$ cat src/rtl/draw_tile_background_pkg.sv
// Shared constants, pixel bundle type and window helper
// for the background tile draw stage.
package draw_tile_background_pkg;

  localparam int COUNT_W          = 11;
  localparam int RGB_W            = 12;
  localparam int H_ACTIVE         = 800;
  localparam int V_ACTIVE         = 600;
  localparam int TILE_ROM_LATENCY = 1;
  localparam int TILE_SIZE_LOG2   = 4;

  typedef struct packed {
    logic [COUNT_W-1:0] hcount;
    logic [COUNT_W-1:0] vcount;
    logic               hsync;
    logic               vsync;
    logic               hblnk;
    logic               vblnk;
    logic [RGB_W-1:0]   rgb;
  } vga_t;

  function automatic logic in_window(
    input logic [COUNT_W-1:0] h,
    input int                 x0,
    input int                 x1
  );
    int hi;
    hi = int'(h);
    return (hi >= x0) && (hi <= x1);
  endfunction

endpackage

$ cat src/rtl/draw_tile_background_if.sv
// VGA timing + pixel bundle between draw stages.
// master drives the stream, slave consumes it.
interface draw_tile_background_if;
  import draw_tile_background_pkg::*;

  logic [COUNT_W-1:0] hcount;
  logic [COUNT_W-1:0] vcount;
  logic               hsync;
  logic               vsync;
  logic               hblnk;
  logic               vblnk;
  logic [RGB_W-1:0]   rgb;

  modport master (
    output hcount, vcount, hsync, vsync,
    output hblnk, vblnk, rgb
  );

  modport slave (
    input hcount, vcount, hsync, vsync,
    input hblnk, vblnk, rgb
  );

endinterface

$ cat src/rtl/draw_tile_background_signal_delay.sv
// Fixed-length register delay line, async active-low reset to 0.
// Ports: clk, rst_n, din[WIDTH], dout[WIDTH] (din delayed CLK_DEL clocks).
module signal_delay #(
  parameter int WIDTH   = 8,
  parameter int CLK_DEL = 1
) (
  input  logic             clk,
  input  logic             rst_n,
  input  logic [WIDTH-1:0] din,
  output logic [WIDTH-1:0] dout
);

  logic [WIDTH-1:0] pipe_q [CLK_DEL];

  always_ff @(posedge clk or negedge rst_n) begin
    if (!rst_n) begin
      pipe_q <= '{default: '0};
    end else begin
      pipe_q[0] <= din;
      for (int i = 1; i < CLK_DEL; i++) begin
        pipe_q[i] <= pipe_q[i-1];
      end
    end
  end

  assign dout = pipe_q[CLK_DEL-1];

endmodule

$ cat src/rtl/draw_tile_background.sv
// Background tile stage: tile ROM addressing with frame-latched
// vertical scroll, colour merge in an hcount window, 3-clock retime.
// Ports: clk, rst_n, vga_i (slave), vga_o (master), scroll_y,
// tile_addr -> ROM, tile_rgb <- ROM (one clock later).
module draw_tile_background
  import draw_tile_background_pkg::*;
#(
  parameter int               REGION_X0   = 0,
  parameter int               REGION_X1   = H_ACTIVE - 1,
  parameter logic [RGB_W-1:0] TRANSPARENT = 12'hF0F,
  parameter int               SCROLL_W    = 10
) (
  input  logic                  clk,
  input  logic                  rst_n,
  draw_tile_background_if.slave  vga_i,
  draw_tile_background_if.master vga_o,
  input  logic [SCROLL_W-1:0]   scroll_y,
  output logic [7:0]            tile_addr,
  input  logic [RGB_W-1:0]      tile_rgb
);

  localparam int T = TILE_SIZE_LOG2;

  logic                vblnk_q;
  logic [SCROLL_W-1:0] scroll_q, scroll_d;
  logic [7:0]          addr_q, addr_d;
  logic [T-1:0]        row_d;
  vga_t                in_s, d2_s;
  vga_t                out_q, out_d;

  always_comb begin
    in_s        = '0;
    in_s.hcount = vga_i.hcount;
    in_s.vcount = vga_i.vcount;
    in_s.hsync  = vga_i.hsync;
    in_s.vsync  = vga_i.vsync;
    in_s.hblnk  = vga_i.hblnk;
    in_s.vblnk  = vga_i.vblnk;
    in_s.rgb    = vga_i.rgb;
  end

  // Latch only on the blanking rising edge so a
  // frame never sees two different scroll values.
  assign scroll_d = (vga_i.vblnk && !vblnk_q)
                  ? scroll_y : scroll_q;

  // Row wraps every tile, so the sum is kept mod 16.
  assign row_d  = T'(vga_i.vcount + COUNT_W'(scroll_q));
  assign addr_d = {row_d, vga_i.hcount[T-1:0]};

  always_ff @(posedge clk or negedge rst_n) begin
    if (!rst_n) begin
      vblnk_q  <= 1'b0;
      scroll_q <= '0;
      addr_q   <= '0;
    end else begin
      vblnk_q  <= vga_i.vblnk;
      scroll_q <= scroll_d;
      addr_q   <= addr_d;
    end
  end

  assign tile_addr = addr_q;

  // Two clocks here plus the output register match
  // the address register + ROM read latency.
  signal_delay #(
    .WIDTH   ($bits(vga_t)),
    .CLK_DEL (TILE_ROM_LATENCY + 1)
  ) u_delay (
    .clk   (clk),
    .rst_n (rst_n),
    .din   (in_s),
    .dout  (d2_s)
  );

  always_comb begin
    out_d = d2_s;
    if (d2_s.hblnk || d2_s.vblnk) begin
      out_d.rgb = '0;
    end else if (in_window(d2_s.hcount, REGION_X0, REGION_X1)
                 && (tile_rgb != TRANSPARENT)) begin
      out_d.rgb = tile_rgb;
    end
  end

  always_ff @(posedge clk or negedge rst_n) begin
    if (!rst_n) begin
      out_q <= '0;
    end else begin
      out_q <= out_d;
    end
  end

  assign vga_o.hcount = out_q.hcount;
  assign vga_o.vcount = out_q.vcount;
  assign vga_o.hsync  = out_q.hsync;
  assign vga_o.vsync  = out_q.vsync;
  assign vga_o.hblnk  = out_q.hblnk;
  assign vga_o.vblnk  = out_q.vblnk;
  assign vga_o.rgb    = out_q.rgb;

endmodule

$ cat src/flat_wrapper.sv
// flat-port wrapper written by rule: the top's interface ports become plain ports
module draw_tile_background_flat import draw_tile_background_pkg::*;
#(
  parameter int               REGION_X0   = 0,
  parameter int               REGION_X1   = H_ACTIVE - 1,
  parameter logic [RGB_W-1:0] TRANSPARENT = 12'hF0F,
  parameter int               SCROLL_W    = 10
)
  (clk, rst_n, scroll_y, tile_addr, tile_rgb, vga_i_hcount, vga_i_vcount, vga_i_hsync, vga_i_vsync, vga_i_hblnk, vga_i_vblnk, vga_i_rgb, vga_o_hcount, vga_o_vcount, vga_o_hsync, vga_o_vsync, vga_o_hblnk, vga_o_vblnk, vga_o_rgb);
  draw_tile_background_if vga_i_i ();
  draw_tile_background_if vga_o_i ();
  input  logic clk;
  input  logic rst_n;
  input  logic [SCROLL_W-1:0] scroll_y;
  output logic [7:0] tile_addr;
  input  logic [RGB_W-1:0] tile_rgb;
  input wire logic [$bits(vga_i_i.hcount)-1:0] vga_i_hcount;
  input wire logic [$bits(vga_i_i.vcount)-1:0] vga_i_vcount;
  input wire logic [$bits(vga_i_i.hsync)-1:0] vga_i_hsync;
  input wire logic [$bits(vga_i_i.vsync)-1:0] vga_i_vsync;
  input wire logic [$bits(vga_i_i.hblnk)-1:0] vga_i_hblnk;
  input wire logic [$bits(vga_i_i.vblnk)-1:0] vga_i_vblnk;
  input wire logic [$bits(vga_i_i.rgb)-1:0] vga_i_rgb;
  output wire logic [$bits(vga_o_i.hcount)-1:0] vga_o_hcount;
  output wire logic [$bits(vga_o_i.vcount)-1:0] vga_o_vcount;
  output wire logic [$bits(vga_o_i.hsync)-1:0] vga_o_hsync;
  output wire logic [$bits(vga_o_i.vsync)-1:0] vga_o_vsync;
  output wire logic [$bits(vga_o_i.hblnk)-1:0] vga_o_hblnk;
  output wire logic [$bits(vga_o_i.vblnk)-1:0] vga_o_vblnk;
  output wire logic [$bits(vga_o_i.rgb)-1:0] vga_o_rgb;
  assign vga_i_i.hcount = vga_i_hcount;
  assign vga_i_i.vcount = vga_i_vcount;
  assign vga_i_i.hsync = vga_i_hsync;
  assign vga_i_i.vsync = vga_i_vsync;
  assign vga_i_i.hblnk = vga_i_hblnk;
  assign vga_i_i.vblnk = vga_i_vblnk;
  assign vga_i_i.rgb = vga_i_rgb;
  assign vga_o_hcount = vga_o_i.hcount;
  assign vga_o_vcount = vga_o_i.vcount;
  assign vga_o_hsync = vga_o_i.hsync;
  assign vga_o_vsync = vga_o_i.vsync;
  assign vga_o_hblnk = vga_o_i.hblnk;
  assign vga_o_vblnk = vga_o_i.vblnk;
  assign vga_o_rgb = vga_o_i.rgb;
  draw_tile_background #(.REGION_X0(REGION_X0), .REGION_X1(REGION_X1), .TRANSPARENT(TRANSPARENT), .SCROLL_W(SCROLL_W)) u_core (.clk(clk), .rst_n(rst_n), .vga_i(vga_i_i), .vga_o(vga_o_i), .scroll_y(scroll_y), .tile_addr(tile_addr), .tile_rgb(tile_rgb));
endmodule
$ cat config.mk
export PLATFORM = sky130hd
export DESIGN_NAME = draw_tile_background_flat
export DESIGN_NICKNAME = d
export VERILOG_FILES = /design/src/rtl/draw_tile_background_pkg.sv /design/src/rtl/draw_tile_background_if.sv /design/src/rtl/draw_tile_background_signal_delay.sv /design/src/rtl/draw_tile_background.sv /design/src/flat_wrapper.sv
export SDC_FILE = /design/constraint.sdc
export NUM_CORES = 1
export LEC_CHECK = 0
export BUFFER_PORTS_ARGS = -buffer_cell sky130_fd_sc_hd__clkbuf_2
export CAP_MARGIN = 0
export CELL_PAD_IN_SITES_DETAIL_PLACEMENT = 1
export CELL_PAD_IN_SITES_GLOBAL_PLACEMENT = 1
export CORE_ASPECT_RATIO = 0.75
export CORE_MARGIN = 3
export CORE_UTILIZATION = 35
export CTS_BUF_LIST = sky130_fd_sc_hd__clkbuf_16
export CTS_CLUSTER_SIZE = 25
export DETAILED_ROUTE_END_ITERATION = 10
export GPL_TIMING_DRIVEN = 0
export PLACE_DENSITY_LB_ADDON = 0.05
export RECOVER_POWER = 25
export SLEW_MARGIN = 20
export SYNTH_ARGS = -nofsm -noshare
export SYNTH_HDL_FRONTEND = slang
export SYNTH_SLANG_ARGS = --single-unit
$ cat constraint.sdc
create_clock -name clk -period 2.2 [get_ports clk]
set_clock_uncertainty 0.2 [all_clocks]
set_input_delay 0.11 -clock clk [delete_from_list [all_inputs] [get_ports clk]]
set_output_delay 0.11 -clock clk [all_outputs]
set_load 0.01 [all_outputs]
==> results of run 1 <==
==> state kept, by name, indices dropped and copies added (netlist names) <==
name,count
u_core.vga_o.hsync,1
u_core.vga_o.vsync,1
u_core.vga_o.vblnk,1
u_core.u_delay.dout,38
u_core.vga_o.hcount,11
u_core.vga_o.rgb,12
u_core.scroll_q,4
u_core.vga_o.vcount,11
u_core.u_delay.pipe_q,34
u_core.vga_o.hblnk,1
u_core.tile_addr,8
==> area by class of cell <==
class / count / area share
flip-flops and latches: 122 / 0.565
repair buffers: 158 / 0.203
multi-input cells: 57 / 0.0801
clock buffers: 17 / 0.0787
clock inverters: 15 / 0.0336
well taps: 132 / 0.0305
plain buffers: 7 / 0.00903
==> stage by stage <==
stage | util | TNS, ns | hold slack [ns] | setup slack [ns] | area [sq um]
finish | 0.555 | 0 | 0.143 | 0.460 | 5410
global route | 0.555 | 0 | 0.130 | 0.267 | 5410
CTS | 0.557 | 0 | 0.0417 | 0.440 | 5420
detailed placement | 0.436 | 0 | -0.172 | 0.475 | 4240
global placement | 0.432 | -122.07 | 0.0178 | -1.01 | 4210
floorplan | - | 0 | -0.386 | 0.595 | 3530
==> layer usage <==
metal | GRT usage | up-vias
li1 | - | 956
met1 | 0.155 | 1003
met2 | 0.208 | 74
met3 | 0.0641 | 12
met4 | 0.0672 | 0
met5 | 0 | -
==> timing repair <==
action / in CTS / in global routing
endpoints found under the hold margin: 180 / 0
hold buffers: 56 / 0
gates resized for setup: 0 / 0
==> cell usage after synthesis (2+ instances only) <==
library cell,number
nor2b_1,2
xor2_1,2
buf_4,4
clkbuf_1,2
ha_1,3
mux2_2,4
nand2_1,22
dfrtp_1,122
mux2i_1,11
==> power by group <==
part / switching (mW) / internal, mW
Combinational: 0.180 / 0.200
Clock: 0.928 / 1.87
Sequential: 0.0444 / 2.39
Total: 1.15 / 4.46
==> critical path, delay by kind of cell <==
| kind | cells | cell delay [ns] |
|---|---|---|
| buffers and inverters | 3 | 0.85 |
| multiplexers | 1 | 0.20 |
| AND/OR/NAND/NOR | 2 | 0.44 |
| AO/OA/AOI/OAI | 1 | 0.25 |
==> worst max-delay path by stage <==
| stage | start | to | slack [ns] | cells past startpoint |
|---|---|---|---|---|
| 4_1_cts | u_core.u_delay.dout[12]$_DFF_PN0_ | u_core.vga_o.rgb[5]$_DFF_PN0_ | 0.44 | 4 |
| 5_1_grt | u_core.u_delay.dout[13]$_DFF_PN0_ | u_core.vga_o.rgb[7]$_DFF_PN0_ | 0.27 | 4 |
| 3_5_place_dp | u_core.u_delay.dout[34]$_DFF_PN0_ | u_core.vga_o.rgb[5]$_DFF_PN0_ | 0.47 | 5 |
| 2_1_floorplan | u_core.u_delay.dout[34]$_DFF_PN0_ | u_core.vga_o.rgb[0]$_DFF_PN0_ | 0.59 | 5 |
| 6_report | tile_rgb[5] | u_core.vga_o.rgb[10]$_DFF_PN0_ | 0.46 | 7 |
| 3_3_place_gp | rst_n | u_core.u_delay.pipe_q[61]$_DFF_PN0_ | -1.01 | 1 |
==> kinds of logic after synthesis <==
kind of cell / after synthesis / share of synthesized area
AOI/OAI and AO/OA: 5 / 0.0145
xor gates and xnor gates: 3 / 0.00743
adders and majority gates: 4 / 0.0163
buffers and inverters: 7 / 0.0138
DFF: 122 / 0.864
muxes: 15 / 0.0439
and+or+nand+nor: 30 / 0.0404
==> flow_summary.toml, run 1 <==
[cts]
path_clk_slew_ns = 0.05
cts_root_buf = "clkbuf_16"
ctsHtreeMaxLevel = 4
cts.repair_timing.setup_buffer_count = 0
clk_latency_worst_skew_pair_ns = 0.40
ctsLongestPathBuffers = 2
clock_tree_from_tritoncts = "done"
tritoncts.num_buffers = 17
cts_sink_cnt = 122

[yosys]
syn_avg_cell_area_sq_um = 19.0
synth_top_flop_cell = "dfrtp_1"
synth_area_leaders = "dfrtp_1, mux2i_1, nand2_1, mux2_2, ha_1"
ys_warn_count = 0
synth_edf_count = 0
synth_nets = 252
synth_top_area_cell = "dfrtp_1"
synthDistinctLibCells = 23
cell_area_after_synthesis_sq_mm = 0.00353
syn_inst = 186
ys_seq_area_frac = 0.864
synth_top_area_frac = 0.864
async_flop_share = 1.00
register_bit_count_reported_by_yosys = 122

[power_and_ir_drop]
p_leak_nw = 2.62
power.density_cell_area_mw_per_mm2 = 1040
vdd_ir_drop_max_uv = 1020
fin_total_pwr_mw = 5.61

[grt]
grtUsageTotal = 0.134
grt_first_pass_wirelength_um = 11200
first_global_vias = 2243
overflow = 0
antenna_found_initial = 0
grt_start_max_net_pins = 91

[timing]
timing.final.hold_violations = 0
final.period_utilization = 0.791
slew_headroom = 0.688
max_freq_ghz = 0.575
worst_slew_pin_slew_ns = 0.467
rsz_0062_raised_after_global_routing = "false"
min_period_ns = 1.74
setup_viol = 0
final_max_slew_viol_count = 0

[detailed_routing]
firstDrtPassIters = 5
dr_total_vias = 2045
final_antenna_net_count = 0
highest_signal_layer = "met4"
met3WireLength_um = 552
detail_route.wirelength_um = 6730
wl_per_cell_um = 13.2
post-route-drc-count = 0
met2_wirelength_um = 3350
first_iter_violations = 82
viasPerCell = 4.03
m1WireLength_um = 2700

[min_path]
hold_path_startpoint = "u_core.u_delay.pipe_q[52]$_DFF_PN0_"
worst_hold_path.endpoint = "u_core.u_delay.dout[14]$_DFF_PN0_"
classification_of_the_worst_slack_hold_path = "reg -> reg"
min_delay_path_depth = 0

[layout]
area_growth_pct = 53.0
final_layout_size_suffix_gt1_frac = 0.378
diodes = 0
register_area_sq_mm = 0.00305
multi_input_comb_area_sq_um = 433
final-instance-count-excl-fill = 508
most_used_cells_in_the_layout_excluding_fill_and_tap_cells = "dfrtp_1, clkbuf_2, dlygate4sd3_1"
fillerInstances = 938
layout_commonest_cell = "dfrtp_1"
final_net_count = 429

[die]
floorplan.die_area_sq_mm = 0.0114
floorplan.io_pins = 108
placement_rows = 31
fp.dieW_um = 122
die_h_um = 93.0
floorplan.initialDensity = 0.363
design.core.area_sq_mm = 0.00974

[critical_path]
critPathKind = "in -> reg"
worst_path_max_delay_cell = "dlygate4sd3_1"
r2r_cells = 4
cp_slowest_stage_delay_ns = 0.53
regToRegEndpoint = "u_core.vga_o.rgb[7]$_DFF_PN0_"
worstPathCellList = "dlygate4sd3_1 > clkbuf_2 > nor4bb_1 > nand4_1 > o21ai_2 > buf_6 > mux2i_1"
timing.critical_path.to_type = "flip-flop"
crit_required_ns = 2.32
reg2reg_from = "u_core.u_delay.dout[12]$_DFF_PN0_"
arrival_ns = 1.86
maximum_fanout_encountered_on_the_critical_timing_path = 10
crit_path_start_kind = "primary input"
r2r_setup_slack_ns = 0.49

[placement]
place_hpwl_um = 4070
globalplace.congestion = 0.715
dp.cells = 420
placement.io_buffers = 101

[run_status]
run_status = "finished clean"

[run]
timing.max_cap.violations = 0
Note: power is estimated with default switching activity, not from simulation.
==> run 2: changes to the inputs <==
--- a/config.mk
+++ b/config.mk
@@ -5,6 +5,7 @@
 export SDC_FILE = /design/constraint.sdc
 export NUM_CORES = 1
 export LEC_CHECK = 0
+export ABC_AREA = 1
 export BUFFER_PORTS_ARGS = -buffer_cell sky130_fd_sc_hd__clkbuf_2
 export CAP_MARGIN = 0
 export CELL_PAD_IN_SITES_DETAIL_PLACEMENT = 1
==> constraint.sdc (replaced) <==
create_clock -name clk -period 1.65 [get_ports clk]
set_clock_uncertainty 0.2 [all_clocks]
set_input_delay 0.0825 -clock clk [delete_from_list [all_inputs] [get_ports clk]]
set_output_delay 0.0825 -clock clk [all_outputs]
set_load 0.01 [all_outputs]
==> flow_summary.toml, run 2 <==
[power_and_ir_drop]
p_leak_nw = 2.65
vdd_ir_drop_max_uv = 822
power.density_cell_area_mw_per_mm2 = 1270

[yosys]
post_synth_xor_area_fraction = 0.00727
synthDistinctLibCells = 18
synth_edf_count = 0
cell_area_after_synthesis_sq_mm = 0.00362
synth_area_leaders = "dfrtp_1, nand2_1, nand3_1, a21oi_1, nor2_1"
synth_top_area_cell = "dfrtp_1"
ys_seq_area_frac = 0.844
synthSimpleGateAreaFrac = 0.0619
post-synth-top-count-cell = "dfrtp_1"
async_flop_share = 1.00
synth_top_flop_cell = "dfrtp_1"
synth_mux_area_frac = 0.0125
compound_gate_portion_of_the_synthesized_area = 0.0235
register_bit_count_reported_by_yosys = 122
synth_nets = 290
synth_top_family_by_area = "simple AND/OR/NAND/NOR gates"
adder_cell_fraction_of_synth_area = 0.0159
syn_inst = 224
syn_avg_cell_area_sq_um = 16.1
ys_warn_count = 0
synth.top_cells.by_count = "dfrtp_1, nand2_1, nor2_1"
synth_top_area_frac = 0.844

[placement]
placement.io_buffers = 101
globalplace.congestion = 0.727
place_hpwl_um = 4630

[layout]
final_net_count = 466
most_used_cells_in_the_layout_excluding_fill_and_tap_cells = "dfrtp_1, clkbuf_2, dlygate4sd3_1"
fillerInstances = 989
diodes = 0
largest_register_ff_count = 38
multi_input_comb_area_sq_um = 438
register_area_sq_mm = 0.00305
area_growth_pct = 48.1
final_layout_size_suffix_gt1_frac = 0.326
layout_commonest_cell = "dfrtp_1"

[cts]
cts_sink_cnt = 122
tritoncts.num_buffers = 17
ctsLongestPathBuffers = 2
cts_root_buf = "clkbuf_16"
cts_resized = 0
clk_latency_worst_skew_pair_ns = 0.41
ctsHtreeMaxLevel = 4
path_clk_slew_ns = 0.05
clock_tree_from_tritoncts = "done"

[timing]
max_freq_ghz = 0.650
timing.final.hold_violations = 0
final.period_utilization = 0.932
min_period_ns = 1.54
timing.hold.ws_ns = 0.00757
rsz_0062_raised_after_global_routing = "false"
setup_viol = 0
totalNegativeSetupSlack_ns = 0
final_max_slew_viol_count = 0
slew_headroom = 0.691
worst_slew_pin_slew_ns = 0.463

[die]
placement_rows = 31
die_h_um = 94.0
floorplan.io_pins = 108
design.core.area_sq_mm = 0.00985
floorplan.die_area_sq_mm = 0.0116
fp.dieW_um = 123
floorplan.initialDensity = 0.367

[critical_path]
arrival_ns = 1.63
timing.critical_path.to_type = "flip-flop"
maximum_fanout_encountered_on_the_critical_timing_path = 10
critPathKind = "reg -> reg"
crit_required_ns = 1.74
crit_path_start_kind = "flip-flop"

[run_status]
run_status = "finished clean"

[grt]
overflow = 0
grt_start_max_net_pins = 65
grtUsageTotal = 0.144
grt_first_pass_wirelength_um = 12000
antenna_found_initial = 0
first_global_vias = 2523

[detailed_routing]
first_iter_violations = 97
dr_total_vias = 2219
detail_route.wirelength_um = 7370
wl_per_cell_um = 13.6
final_antenna_net_count = 0
firstDrtPassIters = 4
post-route-drc-count = 0
viasPerCell = 4.09

[min_path]
classification_of_the_worst_slack_hold_path = "in -> async"

[run]
timing.max_cap.violations = 0
==> run 2: worst max-delay path, stage by stage (launching register included) <==
cell and delay [ns]:
dfrtp_1 0.38, nor2_1 0.11, nand2_1 0.09, a21oi_4 0.22
buf_4 0.21, nand3_1 0.08, nand2_1 0.08, nor2_1 0.04
==> run 2: final cells by class <==
type                       instances  share of cell area
sequential                       122               0.570
buffer                             9              0.0129
tap                              132              0.0308
multi-input combinational         78              0.0818
clock buffer                      17              0.0794
inverter                          15              0.0105
clock inverter                    13              0.0126
timing repair buffer             157               0.202
==> run 2: worst paths after layout <==
| path | startpoint | end | slack, ns | depth (start not counted) |
|---|---|---|---|---|
| max | u_core.u_delay.dout[34]$_DFF_PN0_ | u_core.vga_o.rgb[10]$_DFF_PN0_ | 0.11 | 7 |
| max in group asynchronous | rst_n | u_core.vga_o.vcount[0]$_DFF_PN0_ | 0.59 | 3 |
| min in group clk | vga_i_hsync | u_core.u_delay.pipe_q[53]$_DFF_PN0_ | 0.12 | 2 |
| max reg2reg | u_core.u_delay.dout[34]$_DFF_PN0_ | u_core.vga_o.rgb[10]$_DFF_PN0_ | 0.11 | 7 |
| min | rst_n | u_core.u_delay.dout[36]$_DFF_PN0_ | 0.008 | 2 |
| min reg2reg | u_core.u_delay.pipe_q[46]$_DFF_PN0_ | u_core.u_delay.dout[8]$_DFF_PN0_ | 0.14 | 0 |
==> run 2: report_power, final <==
part           total, mW  leakage [nW]  internal, mW  switching [mW]
registers           3.24          1.44          3.18          0.0609
clock network       3.05         0.254          1.85            1.20
logic              0.517         0.955         0.263           0.254
==> run 2: kinds of logic after synthesis <==
logic type,after synthesis
XOR/XNOR,3
AO/OA/AOI/OAI,14
adder cells (fa/ha/maj),4
flip-flops,122
buffers and inverters,24
multiplexers,4
AND/OR/NAND/NOR,53
==> run 2: repair_timing <==
item,in CTS,in global routing
hold buffers,55,0
hold endpoints to repair,180,0
buffers inserted,0,0
endpoints found under the setup margin,0,0
==> run 2: routing by layer <==
metal / global-route usage / share of wire / up-vias
li1: - / - / 1052
met1: 0.158 / 0.42 / 1079
met2: 0.230 / 0.48 / 72
met3: 0.0662 / 0.071 / 16
met4: 0.0829 / 0.023 / 0
met5: 0 / 0 / -
==> run 2: metrics by stage <==
stage | total power, mW | cell area [sq um] | std cells | setup WS [ns] | utilization
floorplan | 3.45 | 3620 | 224 | 0.271 | -
global placement | 3.70 | 4290 | 457 | -1.50 | 0.435
detailed placement | 3.72 | 4320 | 458 | 0.104 | 0.439
CTS | 6.93 | 5370 | 543 | 0.0875 | 0.545
global route | 7.16 | 5360 | 543 | 0.0129 | 0.544
finish | 6.81 | 5360 | 543 | 0.112 | 0.544
==> run 3: changes to the inputs <==
--- a/config.mk
+++ b/config.mk
@@ -16,7 +16,6 @@
 export CTS_BUF_LIST = sky130_fd_sc_hd__clkbuf_16
 export CTS_CLUSTER_SIZE = 25
 export DETAILED_ROUTE_END_ITERATION = 10
-export GPL_TIMING_DRIVEN = 0
 export PLACE_DENSITY_LB_ADDON = 0.05
 export RECOVER_POWER = 25
 export SLEW_MARGIN = 20
==> flow_summary.toml, run 3 (synthesis gave the netlist of run 2 again) <==
[critical_path]
r2r_setup_slack_ns = 0.20
cp_slowest_stage_delay_ns = 0.55
critPathBufInv = 4
critPathKind = "in -> reg"
timing.critical_path.to_type = "flip-flop"
startpoint = "tile_rgb[6]"
crit_path_start_kind = "primary input"
reg2reg_from = "u_core.scroll_q[0]$_DFFE_PN0P_"
crit_required_ns = 1.73
maximum_fanout_encountered_on_the_critical_timing_path = 20
regToRegEndpoint = "u_core.tile_addr[6]$_DFF_PN0_"
worst_path_max_delay_cell = "dlygate4sd3_1"
worstPathCellList = "dlygate4sd3_1 > clkbuf_2 > inv_1 > nand2_1 > nor2_2 > nand3_2 > buf_4 > a21oi_1 > nor2_1"
arrival_ns = 1.56
gate_family_responsible_for_the_most_delay_along_the_worst_path = "buffers and inverters"
r2r_cells = 3

[layout]
layout_commonest_cell = "dfrtp_1"
final-instance-count-excl-fill = 540
area_growth_pct = 50.3
final_layout_size_suffix_gt1_frac = 0.328
final_net_count = 463
diodes = 0
largest_register_ff_count = 38
fillerInstances = 996
most_used_cells_in_the_layout_excluding_fill_and_tap_cells = "dfrtp_1, clkbuf_2, dlygate4sd3_1"

[placement]
globalplace.congestion = 0.659
dp.cells = 454
place_hpwl_um = 4560
placement.io_buffers = 101

[cts]
clock_tree_from_tritoncts = "done"
ctsHtreeMaxLevel = 4
cts_resized = 0
cts_sink_cnt = 122
cts.repair_timing.setup_buffer_count = 0
cts_root_buf = "clkbuf_16"
tritoncts.num_buffers = 17
ctsLongestPathBuffers = 2
clk_latency_worst_skew_pair_ns = 0.39
path_clk_slew_ns = 0.05

[run_status]
run_status = "finished clean"

[timing]
timing.final.hold_violations = 0
final.period_utilization = 0.896
max_freq_ghz = 0.676
rsz_0062_raised_after_global_routing = "false"
min_period_ns = 1.48
worst_slew_pin_slew_ns = 0.449
slew_headroom = 0.700
timing.hold.ws_ns = 0.132
setup_viol = 0
totalNegativeSetupSlack_ns = 0
final_max_slew_viol_count = 0

[detailed_routing]
viasPerCell = 4.11
dr_total_vias = 2222
final_antenna_net_count = 0
firstDrtPassIters = 3
post-route-drc-count = 0
first_iter_violations = 113
wl_per_cell_um = 13.6
detail_route.wirelength_um = 7360

[grt]
overflow = 0
grt_start_max_net_pins = 35
first_global_vias = 2597
grt_first_pass_wirelength_um = 12600
antenna_found_initial = 0
grtUsageTotal = 0.147

[die]
fp.dieW_um = 123
placement_rows = 31
floorplan.die_area_sq_mm = 0.0116
floorplan.io_pins = 108
die_h_um = 94.0
floorplan.initialDensity = 0.367
design.core.area_sq_mm = 0.00985

[power_and_ir_drop]
power.density_cell_area_mw_per_mm2 = 1340
p_leak_nw = 2.69
fin_total_pwr_mw = 7.30
vdd_ir_drop_max_uv = 623

[min_path]
classification_of_the_worst_slack_hold_path = "in -> reg"
min_delay_path_depth = 2
worst_hold_path.endpoint = "u_core.u_delay.pipe_q[59]$_DFF_PN0_"
hold_path_startpoint = "vga_i_vcount[5]"

[run]
timing.max_cap.violations = 0
## run 3: changes by cell type in the layout (fill, tap and decap cells not counted), sizes merged
| cell | delta |
|---|---|
| clkbuf | -1 |
| buf | -3 |
| bufinv | +3 |
| clkinv | -4 |
| inv | +1 |
| dlygate4sd3 | +1 |
## run 3: repair_timing
action                                  4_1_cts  5_1_grt
hold endpoints to repair                    180        0
hold buffers                                 56        0
endpoints found under the setup margin        0        0
## run 3: power by group
part / switching [mW] / internal, mW / total (mW)
registers: 0.0617 / 3.18 / 3.24
clock network: 1.21 / 2.32 / 3.53
logic: 0.256 / 0.270 / 0.526
total: 1.53 / 5.77 / 7.30
## run 3: area by class of cell
class / instances / area (sq um) / share of cell area
clock buffer: 17 / 425 / 0.0783
clock inverter: 13 / 140 / 0.0258
inverter: 15 / 56.3 / 0.0104
multi-input combinational: 78 / 438 / 0.0806
sequential: 122 / 3050 / 0.562
tap: 132 / 165 / 0.0304
timing repair buffer: 163 / 1160 / 0.213
## run 3: routing by layer
metal  part of all wire  global-route usage
met5                  0                   0
met1               0.43               0.177
met4              0.014              0.0645
met2               0.48               0.227
met3              0.075              0.0662
## run 3: per-stage QoR
stage	setup slack [ns]	instance area [sq um]	utilization
CTS	0.166	5440	0.552
global route	0.0323	5430	0.552
floorplan	0.271	3620	-
detailed placement	0.207	4320	0.438
finish	0.171	5430	0.552
global placement	0.227	4320	0.438
## run 3: how the worst max path moves through the flow
stage	endpoint	slack, ns	depth (start not counted)
6_report	u_core.vga_o.rgb[8]$_DFF_PN0_	0.17	9
5_1_grt	u_core.vga_o.rgb[4]$_DFF_PN0_	0.03	10
4_1_cts	u_core.vga_o.rgb[8]$_DFF_PN0_	0.17	9
3_5_place_dp	u_core.tile_addr[6]$_DFF_PN0_	0.21	3
3_3_place_gp	u_core.tile_addr[6]$_DFF_PN0_	0.23	3
2_1_floorplan	u_core.tile_addr[6]$_DFF_PN0_	0.27	3
## run 3: worst reg2reg max path: cells and delay by family (launching register included)
| kind | cells | cell delay, ns |
|---|---|---|
| XOR/XNOR | 1 | 0.15 |
| flip-flops | 1 | 0.38 |
| adder cells (fa/ha/maj) | 2 | 0.61 |
